## config.mk

```make
export PLATFORM = sky130hd
export DESIGN_NAME = neuron_io_hs_frontend
export DESIGN_NICKNAME = d
export VERILOG_FILES = /design/src/rtl/neuron_io_hs_frontend.sv
export SDC_FILE = /design/constraint.sdc
export NUM_CORES = 1
export LEC_CHECK = 0
export CAP_MARGIN = 40
export CORE_MARGIN = 4
export CORE_UTILIZATION = 55
export DETAILED_ROUTE_END_ITERATION = 12
export GPL_ROUTABILITY_DRIVEN = 0
export PLACE_DENSITY = 0.82
export REMOVE_ABC_BUFFERS = 1
export SYNTH_ARGS = -nofsm -noshare
export SYNTH_HDL_FRONTEND = slang
export SYNTH_SLANG_ARGS = --single-unit
```

## constraint.sdc

```tcl
create_clock -name clk -period 4.1 [get_ports clk]
set_input_delay 1.23 -clock clk [delete_from_list [all_inputs] [get_ports clk]]
set_output_delay 1.23 -clock clk [all_outputs]
set_load 0.005 [all_outputs]
```

## src/rtl/neuron_io_hs_frontend.sv

```systemverilog
`default_nettype none
// +--------------------------------------------------------------------------+
// | neuron_io_hs_frontend: pad-side 4-phase handshake frontend with input FIFO |
// | Revision: 1.0                                                            |
// +--------------------------------------------------------------------------+
module neuron_io_hs_frontend #(
    parameter int DATA_W      = 8,
    parameter int SYNC_STAGES = 2,
    parameter int FIFO_DEPTH  = 4
) (
    input  logic                              clk,
    input  logic                              rst_n,
    input  logic                              ena,
    input  logic [DATA_W-1:0]                 in_data_pad,
    input  logic                              in_req_pad,
    output logic                              in_ack_pad,
    output logic [DATA_W-1:0]                 out_data_pad,
    output logic                              out_req_pad,
    input  logic                              out_ack_pad,
    output logic [DATA_W-1:0]                 rx_data,
    output logic                              rx_valid,
    input  logic                              rx_ready,
    input  logic [DATA_W-1:0]                 tx_data,
    input  logic                              tx_valid,
    output logic                              tx_ready,
    output logic [$clog2(FIFO_DEPTH+1)-1:0]   fifo_level,
    output logic                              proto_err,
    input  logic                              err_clr
);

    localparam int PTR_W = $clog2(FIFO_DEPTH);
    localparam int LVL_W = $clog2(FIFO_DEPTH+1);
    localparam logic [LVL_W-1:0] DEPTH_LVL = LVL_W'(FIFO_DEPTH);

    localparam logic [0:0] IN_IDLE  = 1'b0;
    localparam logic [0:0] IN_ACK   = 1'b1;

    localparam logic [1:0] OUT_IDLE = 2'b00;
    localparam logic [1:0] OUT_REQ  = 2'b01;
    localparam logic [1:0] OUT_REL  = 2'b10;

    logic [SYNC_STAGES-1:0] req_sync_q;
    logic [SYNC_STAGES-1:0] ack_sync_q;
    logic [DATA_W-1:0]      data_sync_q [SYNC_STAGES];
    logic                   ack_prev_q;
    logic                   in_req_s;
    logic                   out_ack_s;
    logic [DATA_W-1:0]      in_data_s;

    logic [0:0]             in_state_q, in_state_d;
    logic                   in_ack_q, in_ack_d;
    logic                   push;

    logic [1:0]             out_state_q, out_state_d;
    logic                   out_req_q, out_req_d;
    logic [DATA_W-1:0]      out_data_q, out_data_d;
    logic                   launch;
    logic                   run_q;

    logic [DATA_W-1:0]      mem_q [FIFO_DEPTH];
    logic [PTR_W-1:0]       wr_ptr_q, rd_ptr_q;
    logic [LVL_W-1:0]       level_q, level_d;
    logic                   pop;
    logic                   fifo_full;

    logic                   proto_err_q, proto_err_d;
    logic                   violation;

    // Pad synchronisers; data rides alongside req and is stable while req is high
    always_ff @(posedge clk or negedge rst_n) begin
        if (!rst_n) begin
            req_sync_q <= '0;
            ack_sync_q <= '0;
            ack_prev_q <= 1'b0;
            for (int i = 0; i < SYNC_STAGES; i++) data_sync_q[i] <= '0;
        end else begin
            req_sync_q     <= {req_sync_q[SYNC_STAGES-2:0], in_req_pad};
            ack_sync_q     <= {ack_sync_q[SYNC_STAGES-2:0], out_ack_pad};
            ack_prev_q     <= ack_sync_q[SYNC_STAGES-1];
            data_sync_q[0] <= in_data_pad;
            for (int i = 1; i < SYNC_STAGES; i++) data_sync_q[i] <= data_sync_q[i-1];
        end
    end

    assign in_req_s  = req_sync_q[SYNC_STAGES-1];
    assign out_ack_s = ack_sync_q[SYNC_STAGES-1];
    assign in_data_s = data_sync_q[SYNC_STAGES-1];

    // Input FSM
    always_ff @(posedge clk or negedge rst_n) begin
        if (!rst_n) begin
            in_state_q <= IN_IDLE;
            in_ack_q   <= 1'b0;
        end else begin
            in_state_q <= in_state_d;
            in_ack_q   <= in_ack_d;
        end
    end

    always_comb begin
        in_state_d = in_state_q;
        case (in_state_q)
            IN_IDLE: if (in_req_s && ena && !fifo_full) in_state_d = IN_ACK;
            IN_ACK:  if (!in_req_s)                     in_state_d = IN_IDLE;
            default:                                    in_state_d = IN_IDLE;
        endcase
    end

    always_comb begin
        push     = (in_state_q == IN_IDLE) && (in_state_d == IN_ACK);
        in_ack_d = (in_state_d == IN_ACK);
    end

    assign in_ack_pad = in_ack_q;

    // Input FIFO; fullness comes from the registered level so a same-cycle pop never frees a slot early
    assign fifo_full = (level_q == DEPTH_LVL);
    assign rx_valid  = (level_q != '0);
    assign pop       = rx_valid && rx_ready;
    assign rx_data   = mem_q[rd_ptr_q];

    always_comb begin
        level_d = level_q;
        case ({push, pop})
            2'b10:   level_d = level_q + 1'b1;
            2'b01:   level_d = level_q - 1'b1;
            default: level_d = level_q;
        endcase
    end

    always_ff @(posedge clk or negedge rst_n) begin
        if (!rst_n) begin
            wr_ptr_q <= '0;
            rd_ptr_q <= '0;
            level_q  <= '0;
            for (int i = 0; i < FIFO_DEPTH; i++) mem_q[i] <= '0;
        end else begin
            if (push) begin
                mem_q[wr_ptr_q] <= in_data_s;
                wr_ptr_q        <= wr_ptr_q + 1'b1;
            end
            if (pop) rd_ptr_q <= rd_ptr_q + 1'b1;
            level_q <= level_d;
        end
    end

    assign fifo_level = level_q;

    // Output FSM; run_q keeps tx_ready low until the first clock after reset release
    always_ff @(posedge clk or negedge rst_n) begin
        if (!rst_n) begin
            out_state_q <= OUT_IDLE;
            out_req_q   <= 1'b0;
            out_data_q  <= '0;
            run_q       <= 1'b0;
        end else begin
            out_state_q <= out_state_d;
            out_req_q   <= out_req_d;
            out_data_q  <= out_data_d;
            run_q       <= 1'b1;
        end
    end

    always_comb begin
        out_state_d = out_state_q;
        case (out_state_q)
            OUT_IDLE: if (launch)     out_state_d = OUT_REQ;
            OUT_REQ:  if (out_ack_s)  out_state_d = OUT_REL;
            OUT_REL:  if (!out_ack_s) out_state_d = OUT_IDLE;
            default:                  out_state_d = OUT_IDLE;
        endcase
    end

    always_comb begin
        tx_ready   = (out_state_q == OUT_IDLE) && ena && run_q;
        launch     = tx_valid && tx_ready;
        out_req_d  = (out_state_d == OUT_REQ);
        out_data_d = launch ? tx_data : out_data_q;
    end

    assign out_req_pad  = out_req_q;
    assign out_data_pad = out_data_q;

    // Sticky protocol error: an ack edge with no request outstanding; set beats clear
    assign violation   = (out_state_q == OUT_IDLE) && out_ack_s && !ack_prev_q;
    assign proto_err_d = (proto_err_q && !err_clr) || violation;

    always_ff @(posedge clk or negedge rst_n) begin
        if (!rst_n) proto_err_q <= 1'b0;
        else        proto_err_q <= proto_err_d;
    end

    assign proto_err = proto_err_q;

endmodule
`default_nettype wire

```

==> qor.yml, run 1 <==
place_ws_ns: 0.452
crit_top_cell: "clkdlybuf4s50_1"
grt_max_degree: 75
port_buffers: 47
final.setup.worst_slack_ns: 0.446
worstSetupPathType: "in -> out"
grt_pass1_wl_um: 8810
critPathTopFamily: "buffers and inverters"
max_stage_delay_ns: 0.52
leakage_nw: 1.57
final_antenna_net_count: 0
die-area_sq_um: 6500
layout_common_cells: "74 x dfrtp_1, 46 x clkdlybuf4s50_1, 39 x mux2_2"
cts_tree: "built"
cts_made_buffers: 9
area_growth_pct: 26.9
die_height_um: 80.6
irDropWorstVdd_mv: 0.460
yosys_warnings: 0
num_vias: 1575
dpl.hpwl_um: 3750
routed_via_density: 5.22
status: "completed"
skew_ns: 0.00897
critical_path_required_ns: 2.87
postCtsSetupBuffers: 0
drc: 0
clkSlewWorstSetupHoldPaths_ns: 0.07
cts_root_buffer: "clkbuf_8"
hold_start: "data_sync_q[10]$_DFF_PN0_"
grt_pass1_vias: 1796
worst_path_max_delay_cell: "clkdlybuf4s50_1"
antenna_cells: 0
wl_per_cell_um: 17.7
cts_sinks: 74
first_iter_violations: 64
slew_viol_final: 0
avgSynthCellArea_sq_um: 17.1
overflow: 0
setup_violations: 0
track_usage_pct: 18.9
antenna_found_initial: 0
reg2regPathDepth: 9
relSlewSlack_pct: 49.8
critical_path_depth: 3
ioPinCount: 48
cts_resized: 0
whs_path_depth: 0
hold_viol: 0
drv_cap: 0
min_period_ns: 3.65
worstSkewPairLatency_ns: 0.33
powerDensity_nw_per_um2: 697
rrSetupSlack_ns: 1.70
hold_path_class: "reg -> reg"
cts_hold_buf: 0
coreArea_sq_um: 5110
die_w_um: 80.6
wirelength_um: 5340
nets: 257
htreeDepth: 3
synth_area_sq_um: 2900
rsz0062_at_grt: "no"
ys_types: 29
cp_num_buf_inv: 2
fin_crit_sh_pct: 89.1
tightestPinTransition_ns: 0.749
worstSetupStartpointType: "input pin"
rr_startpoint: "fifo_level[0]$_DFFE_PN0P_"
yosysSeqAreaShare_pct: 63.9
layout_commonest_cell: "dfrtp_1"
arrival_ns: 2.42
startpoint: "ena"
clockBufferDepth: 2
ys_ff_latch: 74
cp_cell_sequence: "clkdlybuf4s50_1 > and3_1 > clkdlybuf4s50_1"
rows: 26
synth_cells: 170
max_freq_mhz: 274
holdPathEnd: "in_data_s[2]$_DFF_PN0_"
r2r_end: "fifo_level[2]$_DFFE_PN0P_"
tns_ns: 0
worstPathMaxFanout: 4
layout-drive-gt1-share_pct: 30.6
end_kind: "primary output"
start_util_pct: 56.8
drt-pass1-iter-count: 4
logic make-up after synthesis:
family / after synthesis / share of synthesized area, %
AO/OA/AOI/OAI: 6 / 1.34
AND/OR/NAND/NOR: 17 / 6.17
adder cells (fa/ha/maj): 6 / 2.85
flip-flops: 74 / 63.9
XOR/XNOR: 6 / 1.81
buffers and inverters: 10 / 1.34
multiplexers: 50 / 22.5
other: 1 / 0.129
area by class of cell:
cell class / count / area [sq um]
flip-flops and latches: 74 / 1850
fillers: 324 / 1430
multi-input cells: 86 / 1010
repair buffers: 49 / 500
clock buffers: 11 / 151
well taps: 70 / 87.6
clock inverters: 5 / 52.6
inverters: 7 / 26.3
where the power goes:
| group | internal (mW) | switching [mW] |
|---|---|---|
| logic | 0.579 | 0.270 |
| clock network | 0.311 | 0.252 |
| registers | 0.961 | 0.190 |
| total | 1.85 | 0.712 |
worst register-to-register path: stages, from the launching register on:
cell	delay (ns)
dfrtp_1	0.47
nor3b_4	0.53
nor3_1	0.18
inv_1	0.10
ha_1	0.19
inv_1	0.06
fa_1	0.38
xor2_1	0.16
nor2_1	0.12
xor2_1	0.14
metal layers:
layer / vias up / track usage (%) / share of wire [%] / wire [um]
met3: 12 / 4.93 / 3.7 / 200
li1: 715 / - / - / -
met4: 0 / 11.8 / 2.8 / 148
met2: 35 / 30.5 / 55 / 2930
met5: - / 0 / 0 / 0
met1: 813 / 22.6 / 39 / 2060
metrics by stage:
step                power, mW  area [sq um]  instances  hold slack [ns]  utilization (%)
CTS                      2.59          3650        301            0.350             71.5
floorplan                1.60          2890        167            0.331                -
finish                   2.56          3680        302            0.348             72.0
global route             2.72          3680        302            0.362             72.0
global placement         1.95          3450        285            0.334             67.5
detailed placement       2.02          3450        285            0.336             67.5
cells in the mapped netlist:
| cell | n | area, sq um |
|---|---|---|
| dfrtp_1 | 74 | 1850 |
| mux2_2 | 39 | 439 |
| mux4_2 | 8 | 180 |
| inv_1 | 7 | 26.3 |
| ha_1 | 5 | 62.6 |
| nor4b_4 | 4 | 95.1 |
| o21ai_0 | 3 | 15.0 |
| xnor2_1 | 3 | 26.3 |
| xor2_1 | 3 | 26.3 |
| mux2_1 | 2 | 22.5 |
| nand2_1 | 2 | 7.51 |
| nand2b_1 | 2 | 12.5 |
| nor2_1 | 2 | 7.51 |
| a21boi_0 | 1 | 7.51 |
| and3_1 | 1 | 6.26 |
| buf_1 | 1 | 3.75 |
| buf_2 | 1 | 5.00 |
| clkbuf_1 | 1 | 3.75 |
| conb_1 | 1 | 3.75 |
| fa_1 | 1 | 20.0 |
| mux2i_1 | 1 | 10.0 |
| nand3b_1 | 1 | 7.51 |
| nand4_1 | 1 | 6.26 |
| nor2b_1 | 1 | 6.26 |
| nor3_1 | 1 | 5.00 |
| nor3b_4 | 1 | 18.8 |
| o21a_1 | 1 | 7.51 |
| o31a_1 | 1 | 8.76 |
| or3_1 | 1 | 6.26 |
sequential cells by signal, indices dropped and copies added (netlist names), 2 cells and up:
name	cells
ack_sync_q	2
req_sync_q	2
wr_ptr_q	2
out_data_pad	8
out_state_q	2
rd_ptr_q	2
fifo_level	3
data_sync_q	8
in_data_s	8
mem_q	32
how the worst max path moves through the flow:
| stage | to | slack [ns] |
|---|---|---|
| final | tx_ready | 0.45 |
| after global routing | tx_ready | 0.40 |
| after CTS | tx_ready | 0.44 |
| after detailed placement | tx_ready | 0.45 |
| after global placement | tx_ready | 0.45 |
| after floorplan | fifo_level[2]$_DFFE_PN0P_ | 1.34 |
No activity file was read; power rests on OpenSTA's default activity.
==> inputs of run 2 (changes only) <==
- CORE_UTILIZATION: 55 -> 52
- PLACE_DENSITY: 0.82 -> 0.78
- clock period: 4.1 -> 3.9 ns (I/O delays scaled with it)
==> run 2 against run 1 <==
- sequential power rose by 5%
- via count fell by 0.63%
- combinational power rose by 3.4%
- critical endpoint unchanged
- highest routed layer unchanged
- largest power group unchanged
- power rose by 0.57%
- cell count fell by 0.33%
- clock skew fell by 0.0026 ns
- first-iteration DRC count fell by 23%
- flip-flop and latch count did not move
- sequential share of layout area rose by 0.89 points
- utilization fell by 3.4 points
- setup slack got worse by 0.075 ns
==> qor.yml, run 2 (synthesis results as in run 1) <==
holdPathEnd: "in_data_s[6]$_DFF_PN0_"
slew_viol_final: 0  # unchanged
hold_viol: 0  # unchanged
power_frac_seq_pct: 46.9  # +2.0 points
final_antenna_net_count: 0  # unchanged
clockBufferDepth: 2  # unchanged
rrSetupSlack_ns: 1.49  # -0.21 ns
drt-pass1-iter-count: 4  # unchanged
cts_tree: "built"
irDropWorstVdd_mv: 0.371  # -19%
stdcell_count: 301  # -0.33%
internal_power_mw: 1.84  # -0.48%
grt_pass1_vias: 1746  # -2.8%
drc: 0  # unchanged
start_util_pct: 55.0  # -1.8 points
largest_register: "mem_q"
rows: 26  # unchanged
port_buffers: 47  # unchanged
dp.cells: 286  # +0.35%
postCtsSetupBuffers: 0  # unchanged
nets: 257  # unchanged
area_growth_pct: 24.7
wl_per_cell_um: 17.3  # -2.3%
worstSetupStartpointType: "input pin"
layout_commonest_cell: "dfrtp_1"
final.setup.worst_slack_ns: 0.371  # -0.0753 ns
place_ws_ns: 0.378  # -0.0737 ns
antenna_cells: 0  # unchanged
rsz0062_at_grt: "no"
layout_common_cells: "74 x dfrtp_1, 46 x clkdlybuf4s50_1, 39 x mux2_2"
timing.hold.ws_ns: 0.349  # +0.00132 ns
layout-drive-gt1-share_pct: 29.9  # -0.73 points
relSlewSlack_pct: 51.8  # +2.0 points
grt_pass1_wl_um: 8520  # -3.3%
critical_path_required_ns: 2.73  # -0.14 ns
overflow: 0  # unchanged
track_usage_pct: 17.6  # -1.3 points
skew_ns: 0.00642  # -0.00255 ns
fin_util_pct: 68.6  # -3.4 points
routed_via_density: 5.20  # -0.30%
grt_max_degree: 29  # -61%
whs_path_depth: 0  # unchanged
ioPinCount: 48  # unchanged
tns_ns: 0  # unchanged
cts_hold_buf: 0  # unchanged
drv_cap: 0  # unchanged
die_w_um: 82.7  # +2.6%
min_period_ns: 3.53
wirelength_um: 5200  # -2.6%
reg2regPathDepth: 9  # unchanged
num_vias: 1565  # -0.63%
cts_made_buffers: 9  # unchanged
fin_crit_sh_pct: 90.5
max_freq_mhz: 283
tightestPinTransition_ns: 0.720  # -0.0298 ns
leakage_nw: 1.54  # -2.5%
clkSlewWorstSetupHoldPaths_ns: 0.07  # about the same
die_height_um: 82.7  # +2.6%
end_kind: "primary output"
worstPathMaxFanout: 4  # unchanged
cts_root_buffer: "clkbuf_8"
rr_startpoint: "fifo_level[0]$_DFFE_PN0P_"
worstSetupPathType: "in -> out"
status: "completed"
worstSkewPairLatency_ns: 0.34  # about the same
powerDensity_nw_per_um2: 713  # +2.3%
hold_start: "data_sync_q[14]$_DFF_PN0_"
setup_violations: 0  # unchanged
largest_reg_flops: 32  # unchanged
placedInstanceArea_sq_um: 3450  # +0.22%
p_clk_share_pct: 19.1  # -2.9 points
first_iter_violations: 49  # -23%
htreeDepth: 3  # unchanged
die-area_sq_um: 6830  # +5.2%
cts_sinks: 74  # unchanged
dpl.hpwl_um: 3740  # -0.35%
power_switching_mw: 0.736  # +3.3%
cts_resized: 0  # unchanged
p_sw_share_pct: 28.5  # +0.75 points
p_comb_share_pct: 34.1  # +1.0 points
hold_path_class: "reg -> reg"
antenna_found_initial: 0  # unchanged
r2r_end: "fifo_level[2]$_DFFE_PN0P_"
coreArea_sq_um: 5270  # +3.2%
fin_area_sq_um: 3610  # -1.7%
finalPower_mw: 2.58  # +0.57%
arrival_ns: 2.36  # -0.06 ns
run 2: changes by cell type in the layout (fill, tap and decap cells not counted):
| cell | previous run | this run |
|---|---|---|
| buf_16 | 1 | 0 |
| buf_4 | 1 | 2 |
| bufinv_16 | 1 | 0 |
| clkbuf_1 | 0 | 1 |
| clkbuf_8 | 11 | 9 |
| clkinv_2 | 3 | 2 |
| clkinvlp_4 | 1 | 3 |
run 2: final cells by class:
cell class	instances	area [sq um]
repair buffers	49	480
fillers	369	1660
clock buffers	10	128
multi-input cells	86	1010
inverters	7	26.3
flip-flops and latches	74	1850
clock inverters	5	32.5
well taps	70	87.6
run 2: worst max-delay path by stage:
stage / from / endpoint / slack, ns / cells past startpoint
floorplan: ena / fifo_level[2]$_DFFE_PN0P_ / 1.20 / 9
global placement: ena / tx_ready / 0.39 / 3
detailed placement: ena / tx_ready / 0.38 / 3
CTS: ena / tx_ready / 0.38 / 3
global route: ena / tx_ready / 0.35 / 3
finish: ena / tx_ready / 0.37 / 3
run 2: per-layer routing:
layer	share of wire (%)	up-vias	track usage, %
met4	1.7	0	6.05
met1	39	798	19.8
met3	5.3	11	7.16
met5	0	-	0
met2	54	45	30.4
li1	-	711	-
run 2: worst max-delay path, cell delays in order:
cell and delay (ns):
clkdlybuf4s50_1 0.52, and3_1 0.16, clkdlybuf4s50_1 0.51
run 2: power groups by stage:
stage / sequential [mW] / clock [mW] / combinational, mW
floorplan: 1.17 / 0 / 0.510
global placement: 1.19 / 0 / 0.854
detailed placement: 1.23 / 0 / 0.889
CTS: 1.21 / 0.505 / 0.895
global route: 1.24 / 0.546 / 0.953
finish: 1.21 / 0.492 / 0.878
==> inputs of run 3 (changes only) <==
- CORE_ASPECT_RATIO: not set -> 1.2
==> run 3 against run 2 <==
- setup slack improved by 0.020 ns
- global-route usage fell by 0.88 points
- non-clock buffer count did not move
- die area barely moved
- via count rose by 1.0%
- wire length rose by 1.5%
- combinational power rose by 0.9%
- critical path depth did not move
- clock power rose by 18%
- worst hold slack barely moved
- sequential power barely moved
- fmax rose by 0.56%
- critical path type unchanged
- largest cell class unchanged
==> qor.yml, run 3 (synthesis results as in run 1) <==
dpl.hpwl_um: 3820  # +2.2%
critPathTopFamily: "buffers and inverters"
relSlewSlack_pct: 51.7  # -0.14 points
die_w_um: 76.2  # -7.9%
cts_root_buffer: "clkbuf_8"
skew_ns: 0.00471  # -0.00170 ns
num_vias: 1581  # +1.0%
worst_path_max_delay_cell: "clkdlybuf4s50_1"
r2r_end: "fifo_level[2]$_DFFE_PN0P_"
first_iter_violations: 48  # -2.0%
antenna_found_initial: 0  # unchanged
grt_pass1_wl_um: 8840  # +3.7%
stdcell_count: 294  # -2.3%
startpoint: "ena"
slew_viol_final: 0  # unchanged
wirelength_um: 5280  # +1.5%
cts_hold_buf: 0  # unchanged
end_kind: "primary output"
cts_tree: "built"
drt-pass1-iter-count: 5  # +1
cp_cell_sequence: "clkdlybuf4s50_1 > and3_1 > clkdlybuf4s50_1"
final_antenna_net_count: 0  # unchanged
dp.cells: 278  # -2.8%
use_met2_pct: 30.1  # -0.30 points
leakage_nw: 1.56  # +1.7%
grt-busiest-layer: "met2"
min_period_ns: 3.51  # -0.0198 ns
layout_commonest_cell: "dfrtp_1"
coreArea_sq_um: 5330  # +1.2%
htreeDepth: 3  # unchanged
track_usage_pct: 16.7  # -0.88 points
rsz0062_at_grt: "no"
ioPinCount: 48  # unchanged
port_buffers: 47  # unchanged
setup_violations: 0  # unchanged
powerDensity_nw_per_um2: 736  # +3.2%
worstPathMaxFanout: 4  # unchanged
area_growth_pct: 25.6
hold_path_class: "reg -> reg"
postCtsSetupBuffers: 0  # unchanged
grt_pass1_vias: 1773  # +1.5%
largest_register: "mem_q"
antenna_cells: 0  # unchanged
crit_top_cell: "clkdlybuf4s50_1"
tns_ns: 0  # unchanged
status: "completed"
max_stage_delay_ns: 0.51  # about the same
critical_path_required_ns: 2.73  # about the same
reg2regPathDepth: 9  # unchanged
critPathCapture: "tx_ready"
fin_crit_sh_pct: 90.0  # -0.51 points
clkSlewWorstSetupHoldPaths_ns: 0.07  # about the same
nets: 257  # unchanged
layout-drive-gt1-share_pct: 29.3  # -0.56 points
arrival_ns: 2.34  # -0.02 ns
rrSetupSlack_ns: 1.52  # +0.03 ns
irDropWorstVdd_mv: 0.391  # +5.2%
layout_common_cells: "74 x dfrtp_1, 46 x clkdlybuf4s50_1, 39 x mux2_2"
tightestPinTransition_ns: 0.722  # +0.00216 ns
drc: 0  # unchanged
max_freq_mhz: 285  # +0.56%
die_height_um: 89.8  # +8.6%
routed_via_density: 5.38  # +3.4%
drv_cap: 0  # unchanged
die-area_sq_um: 6840  # about the same
cts_sinks: 74  # unchanged
cts_made_buffers: 9  # unchanged
largest_reg_flops: 32  # unchanged
rows: 29  # +12%
worstSkewPairLatency_ns: 0.33  # about the same
clockBufferDepth: 2  # unchanged
rr_startpoint: "fifo_level[0]$_DFFE_PN0P_"
met3_usage_pct: 4.60  # -2.6 points
cts_resized: 0  # unchanged
cp_num_buf_inv: 2  # unchanged
worstSetupPathType: "in -> out"
wl_per_cell_um: 17.9  # +3.9%
grt_max_degree: 35  # +21%
start_util_pct: 54.4  # -0.66 points
critical_path_depth: 3  # unchanged
worstSetupStartpointType: "input pin"
hold_viol: 0  # unchanged
met1_usage_pct: 18.5  # -1.2 points
overflow: 0  # unchanged
[run 3: cell types whose count changed in the layout (fill, tap and decap cells not counted)]
cell / change
clkinvlp_4: -3
clkbuf_8: +2
bufinv_16: +1
clkbuf_1: +2
clkinv_2: -1
[run 3: area by class of cell]
type	count	area (sq um)
flip-flops and latches	74	1850
fillers	358	1690
multi-input cells	86	1010
repair buffers	49	480
clock buffers	14	163
well taps	62	77.6
clock inverters	2	35.0
inverters	7	26.3
[run 3: worst min-delay path by stage]
stage | start | endpoint | cells after the start
floorplan | ack_sync_q[0]$_DFF_PN0_ | ack_sync_q[1]$_DFF_PN0_ | 0
global placement | ack_sync_q[0]$_DFF_PN0_ | ack_sync_q[1]$_DFF_PN0_ | 0
detailed placement | ack_sync_q[0]$_DFF_PN0_ | ack_sync_q[1]$_DFF_PN0_ | 0
CTS | ack_sync_q[0]$_DFF_PN0_ | ack_sync_q[1]$_DFF_PN0_ | 0
global route | ack_sync_q[0]$_DFF_PN0_ | ack_sync_q[1]$_DFF_PN0_ | 0
finish | ack_sync_q[0]$_DFF_PN0_ | ack_sync_q[1]$_DFF_PN0_ | 0
[run 3: metrics by stage]
stage / power, mW / util, % / setup slack [ns] / hold WS, ns / cell area (sq um)
floorplan: 1.68 / - / 1.20 / 0.331 / 2890
global placement: 2.06 / 64.6 / 0.385 / 0.331 / 3440
global route: 2.84 / 68.3 / 0.334 / 0.354 / 3640
finish: 2.68 / 68.3 / 0.390 / 0.349 / 3640
detailed placement: 2.13 / 64.6 / 0.375 / 0.335 / 3440
CTS: 2.72 / 68.3 / 0.374 / 0.351 / 3640
[run 3: metal layers]
layer  share of wire [%]  vias to the layer above  wire length (um)
met3                 2.5                        6               131
li1                    -                      714                 -
met2                  57                       20              3020
met4                 1.0                        0                53
met5                   0                        -                 0
met1                  39                      841              2070
[run 3: power breakdown]
| group | internal, mW | switching, mW | total, mW | leakage [nW] |
|---|---|---|---|---|
| Clock | 0.331 | 0.252 | 0.582 | 0.101 |
| Sequential | 1.01 | 0.203 | 1.21 | 0.888 |
| Combinational | 0.607 | 0.278 | 0.886 | 0.573 |
| Total | 1.95 | 0.733 | 2.68 | 1.56 |
